<file path="src/rtl/conv_encoder_framer.sv">
// conv_encoder_framer: frame-buffered rate-1/2 K=3 convolutional encoder
// (G0=7, G1=5) with zero-tail termination and a decoder start strobe.
module conv_encoder_framer #(
  parameter int MAX_FRAME = 64,
  parameter bit TAIL_EN   = 1'b1
) (
  input  logic       clk,
  input  logic       rst,
  input  logic       in_valid,
  input  logic       in_bit,
  input  logic       in_last,
  output logic       in_ready,
  output logic       sym_valid,
  output logic [1:0] sym_data,
  input  logic       sym_ready,
  output logic       dec_start,
  output logic       busy,
  output logic [6:0] sym_count
);

  localparam int MAX_DATA = TAIL_EN ? MAX_FRAME - 2 : MAX_FRAME;
  localparam int CW = $clog2(MAX_FRAME + 1);
  localparam int AW = $clog2(MAX_FRAME);
  localparam logic [CW-1:0] MAX_D = CW'(MAX_DATA);

  typedef enum logic [1:0] {
    COLLECT,
    EMIT,
    TAIL,
    START
  } state_t;

  state_t r_state;
  state_t w_next;

  logic [MAX_FRAME-1:0] r_buf;
  logic [CW-1:0]        r_count;
  logic [CW-1:0]        r_idx;
  logic [1:0]           r_s;
  logic                 r_tcnt;
  logic [6:0]           r_sym_count;

  logic w_accept;
  logic w_hs;
  logic w_b;
  logic w_full;
  logic w_last_data;

  assign w_accept    = in_valid && in_ready;
  assign w_hs        = sym_valid && sym_ready;
  assign w_full      = (r_count + CW'(1)) == MAX_D;
  assign w_last_data = r_idx == (r_count - CW'(1));
  assign sym_count   = r_sym_count;

  always_ff @(posedge clk) begin
    if (rst) begin
      r_state <= COLLECT;
    end else begin
      r_state <= w_next;
    end
  end

  always_comb begin
    w_next = r_state;
    unique case (r_state)
      COLLECT: begin
        if (w_accept && (in_last || w_full)) begin
          w_next = EMIT;
        end
      end
      EMIT: begin
        if (w_hs && w_last_data) begin
          w_next = TAIL_EN ? TAIL : START;
        end
      end
      TAIL: begin
        if (w_hs && r_tcnt) begin
          w_next = START;
        end
      end
      START: begin
        w_next = COLLECT;
      end
      default: begin
        w_next = COLLECT;
      end
    endcase
  end

  always_comb begin
    in_ready  = 1'b0;
    sym_valid = 1'b0;
    dec_start = 1'b0;
    busy      = 1'b1;
    w_b       = 1'b0;
    unique case (r_state)
      COLLECT: begin
        in_ready = r_count < MAX_D;
        busy     = 1'b0;
      end
      EMIT: begin
        sym_valid = 1'b1;
        w_b       = r_buf[r_idx[AW-1:0]];
      end
      TAIL: begin
        sym_valid = 1'b1;
      end
      START: begin
        dec_start = 1'b1;
      end
      default: begin
        busy = 1'b0;
      end
    endcase
    // s[1] is the oldest bit; idle symbol lines stay at zero
    sym_data = 2'b00;
    if (sym_valid) begin
      sym_data = {w_b ^ r_s[1] ^ r_s[0], w_b ^ r_s[1]};
    end
  end

  always_ff @(posedge clk) begin
    if (rst) begin
      r_buf       <= '0;
      r_count     <= '0;
      r_idx       <= '0;
      r_s         <= 2'b00;
      r_tcnt      <= 1'b0;
      r_sym_count <= 7'd0;
    end else begin
      unique case (r_state)
        COLLECT: begin
          if (w_accept) begin
            r_buf[r_count[AW-1:0]] <= in_bit;
            r_count <= r_count + CW'(1);
          end
        end
        EMIT: begin
          if (w_hs) begin
            r_s   <= {r_s[0], w_b};
            r_idx <= r_idx + CW'(1);
            // first symbol of a frame restarts the count
            if (r_idx == '0) begin
              r_sym_count <= 7'd1;
            end else begin
              r_sym_count <= r_sym_count + 7'd1;
            end
          end
        end
        TAIL: begin
          if (w_hs) begin
            r_s         <= {r_s[0], 1'b0};
            r_tcnt      <= ~r_tcnt;
            r_sym_count <= r_sym_count + 7'd1;
          end
        end
        START: begin
          r_count <= '0;
          r_idx   <= '0;
          r_s     <= 2'b00;
          r_tcnt  <= 1'b0;
        end
        default: begin
          r_count <= '0;
        end
      endcase
    end
  end

endmodule

</file>
<file path="config.mk">
export PLATFORM = sky130hd
export DESIGN_NAME = conv_encoder_framer
export DESIGN_NICKNAME = d
export VERILOG_FILES = /design/src/rtl/conv_encoder_framer.sv
export SDC_FILE = /design/constraint.sdc
export NUM_CORES = 1
export LEC_CHECK = 0
export CAP_MARGIN = 20
export CORE_MARGIN = 2
export CORE_UTILIZATION = 55
export DETAILED_ROUTE_END_ITERATION = 10
export GPL_TIMING_DRIVEN = 1
export MAX_ROUTING_LAYER = met4
export PLACE_DENSITY = 0.76
export SLEW_MARGIN = 20
export SYNTH_ARGS = -nofsm -noshare
export SYNTH_HDL_FRONTEND = slang
export SYNTH_SLANG_ARGS = --single-unit
</file>
<file path="constraint.sdc">
create_clock -name clk -period 2.2 [get_ports clk]
set_input_delay 0.22 -clock clk [delete_from_list [all_inputs] [get_ports clk]]
set_output_delay 0.22 -clock clk [all_outputs]
set_load 0.005 [all_outputs]
</file>
==> run summary <==
The run finished, with violations left. The checks that failed: setup timing. The power density over the cells was 684 mW/mm2. The final number of max-transition violations was 0; the detailed router's first-iteration violation count was 373.

For this run, the post-layout net count is 662. For the worst setup path, the data required time is 1.98 ns. The tools report the total of warnings raised by yosys as 0. The hold path startpoint is rst. The final worst-path cycle share is 1.30. The final worst-path setup slack came out at -0.666 ns.

Detailed placement ended at an HPWL of 8940 um. The horizontal extent of the die works out to 98.0 um. In this run, CTS created clock tree buffers numbering 9.

The fraction of registers with async set/reset was 0; the total chip power was 0.00390 W. Among all flip-flop cells after synthesis, the most frequent one is sky130_fd_sc_hd__dfxtp_1. For the residual overflow from global routing, the log shows 0. Sink count of the clock tree: 90. Share of layout cells above drive strength 1: 0.164. Along the worst path, the maximum fanout reaches 5. In the layout the commonest cells are 93 x sky130_fd_sc_hd__nor2_1, 87 x sky130_fd_sc_hd__dfxtp_1, 74 x sky130_fd_sc_hd__nand2_1. For the share of synthesized area occupied by flip-flops and latches, the log shows 0.370. The worst endpoint data arrival time is 2.65 ns. The number of enable flip-flop cells after synthesis works out to 0. The clock-pin slew of the registers on the worst-case setup and hold paths is 0.09 ns, and the clock latency at the later pin of the worst-skew pair is 0.37 ns. Counting flops and latches in the post-synthesis netlist gives 90. Path type of the worst setup path: register to output port. Commonest non-fill, non-tap cell in the layout: sky130_fd_sc_hd__nor2_1. The logs give 4553 for the total number of vias and 0 for the number of endpoints with negative hold slack in the final report.

The worst setup path is launched from a register. The endpoint identified for the worst register-to-register timing path is r_state[1]. The clock passes through at most 2 buffers. The core region is 0.00864 mm2. Setup repair after global routing could not meet its margin everywhere. The congestion estimate from routability-driven global placement came to 0.958. Counting instances, the worst hold path has a depth of 2.

From bottom edge to top edge, the die measures 98.0 um. The tools report the number of antenna violations at the first check in global routing as 0. The number of cells in the finished layout apart from fillers was 759; the number of vias per cell after detailed routing was 6.00. Worst clock skew: 0.00946 ns. The capturing element type of the critical path is an output port.

The final critical path time including I/O delays and setup is 2.87 ns, and the maximum number of pins on one net before global-route repair is 41. Startpoint of the worst-slack reg-to-reg timing path: r_state[0]. Total of endpoints with negative setup slack in the final report: 2. The starting density of the core was 0.563; the wire length after detailed routing was 12700 um. The logs give 0.281 for the overall routing resource usage and 0 for the count of max-cap constraint violations. The run gives 609 as the cell count after synthesis. The number of global-route vias before repair was 4349; the number of iterations in the first detailed-routing pass was 5.

Across the VDD grid, the largest voltage drop is 0.374 mV. The logs give 0.350 ns for the worst hold margin and 53 for the number of distinct library cell variants in the gate-level netlist after synthesis. In this run the register-to-register setup slack is 0.07 ns.

The worst hold path terminates at r_count[0]. Measured in cells, the most critical reg-to-reg path has a length of 9. The analysis attributes to cell leakage a power of 2.21 nW. Row generation in the floorplan step produced 34 rows. The global-route wire length before repair is 21400 um, and the number of input and output port buffers inserted is 18. CTS built an H-tree with a depth of 3. A synthesized cell averages 7.99 um2. For the pin with the worst max-slew slack, the measured transition is 0.659 ns. The tools report the final antenna diode count as 0.

The placed cell count was 741; the routed wirelength normalized by instance count was 16.7 um. The die covers 0.00961 mm2. TritonCTS built the clock tree. The residual antenna-violating net count after detailed routing is 0. The highest attainable clock frequency was 0.349 GHz.

The library cell used as clock root buffer is sky130_fd_sc_hd__clkbuf_8. The area added between synthesis and finish was 17.2%. The tools report the netlist area before placement as 0.00486 mm2. For this run, design rule violations remaining after detail routing come to 0. 19 I/O pins were placed. Type of the tightest min-delay check: primary input to register. The tools report the relative max-transition margin as 0.561. The tools report the net count of the mapped netlist as 625.
## synthesized netlist by cell type (6+ instances only)
master                      n  area [um2]
sky130_fd_sc_hd__a211oi_1   6        45.0
sky130_fd_sc_hd__xor2_1    12         105
sky130_fd_sc_hd__mux2i_1   44         440
sky130_fd_sc_hd__xnor2_1    7        61.3
sky130_fd_sc_hd__nor2b_1    9        56.3
sky130_fd_sc_hd__nor2_1    93         349
sky130_fd_sc_hd__buf_2      7        35.0
sky130_fd_sc_hd__o21ai_0   46         230
sky130_fd_sc_hd__dfxtp_1   90        1800
sky130_fd_sc_hd__mux4_2     6         135
sky130_fd_sc_hd__a21oi_1   48         240
sky130_fd_sc_hd__ha_1      10         125
sky130_fd_sc_hd__nand4_1    9        56.3
sky130_fd_sc_hd__nor3_1    15        75.1
sky130_fd_sc_hd__nand2_1   75         282
sky130_fd_sc_hd__nand3_1   24         120
sky130_fd_sc_hd__inv_1     11        41.3
sky130_fd_sc_hd__clkbuf_1  32         120
## repair_timing
| item | 4_1_cts | 5_1_grt |
|---|---|---|
| pin swaps | 9 | 10 |
| buffers inserted | 0 | 2 |
| endpoints found under the hold margin | 0 | 0 |
| hold buffers | 0 | 0 |
| gates resized for setup | 19 | 16 |
| setup endpoints to repair | 3 | 40 |
## registers in the layout, indices dropped and copies added (netlist names)
register   count
r_buf         64
r_count        7
r_idx          7
r_s            2
r_state        2
r_tcnt         1
sym_count      7
## area by class of cell
type	count	area [um2]
Fill cell	737	2940
Multi-Input combinational cell	463	2930
Sequential cell	90	1810
Timing Repair Buffer	70	591
Clock buffer	11	151
Tap cell	108	135
Inverter	12	45.0
Clock inverter	5	37.5
## power breakdown
| group | internal, W | total, W | switching [W] |
|---|---|---|---|
| clock | 0.000477 | 0.00109 | 0.000616 |
| combinational | 0.000461 | 0.00109 | 0.000625 |
| sequential | 0.00167 | 0.00172 | 0.0000447 |
## worst max-delay path, stage by stage (launching register included)
cell	delay [ns]
sky130_fd_sc_hd__dfxtp_4	0.41
sky130_fd_sc_hd__buf_12	0.12
sky130_fd_sc_hd__mux4_2	0.48
sky130_fd_sc_hd__mux2i_1	0.17
sky130_fd_sc_hd__a22oi_1	0.11
sky130_fd_sc_hd__nor3b_4	0.18
sky130_fd_sc_hd__and3_4	0.19
sky130_fd_sc_hd__or3_4	0.36
sky130_fd_sc_hd__a21oi_2	0.13
sky130_fd_sc_hd__buf_2	0.13
## cell families after synthesis
family,synth area share
fa+ha+maj,0.0257
xor+xnor,0.0342
simple gates,0.236
mux,0.134
flops,0.370
compound gates,0.151
buf+inv,0.0489
## worst max path at each step
stage	from	to	slack (ns)
5_1_grt	r_idx[1]	sym_data[1]	-0.76
3_5_place_dp	r_idx[1]	sym_data[1]	-0.68
4_1_cts	r_idx[1]	sym_data[1]	-0.67
3_3_place_gp	r_idx[1]	sym_data[1]	-0.62
2_1_floorplan	r_idx[1]	sym_data[1]	-0.04
6_report	r_idx[1]	sym_data[1]	-0.67
## stage by stage
stage | TNS, ns | utilization | setup WS [ns] | area [um2]
after floorplan | -0.0449 | - | -0.0449 | 4880
after global placement | -1.18 | 0.624 | -0.619 | 5390
after detailed placement | -1.29 | 0.624 | -0.684 | 5390
after CTS | -1.17 | 0.651 | -0.672 | 5620
after global routing | -1.72 | 0.660 | -0.758 | 5700
final | -1.23 | 0.660 | -0.666 | 5700
## routing by layer
metal | track usage | wire length [um] | vias up
li1 | - | - | 2187
met1 | 0.376 | 5590 | 2173
met2 | 0.442 | 5990 | 160
met3 | 0.0437 | 793 | 33
met4 | 0.0855 | 300 | 0
met5 | - | 0 | -
(Power assumes the default switching activity.)
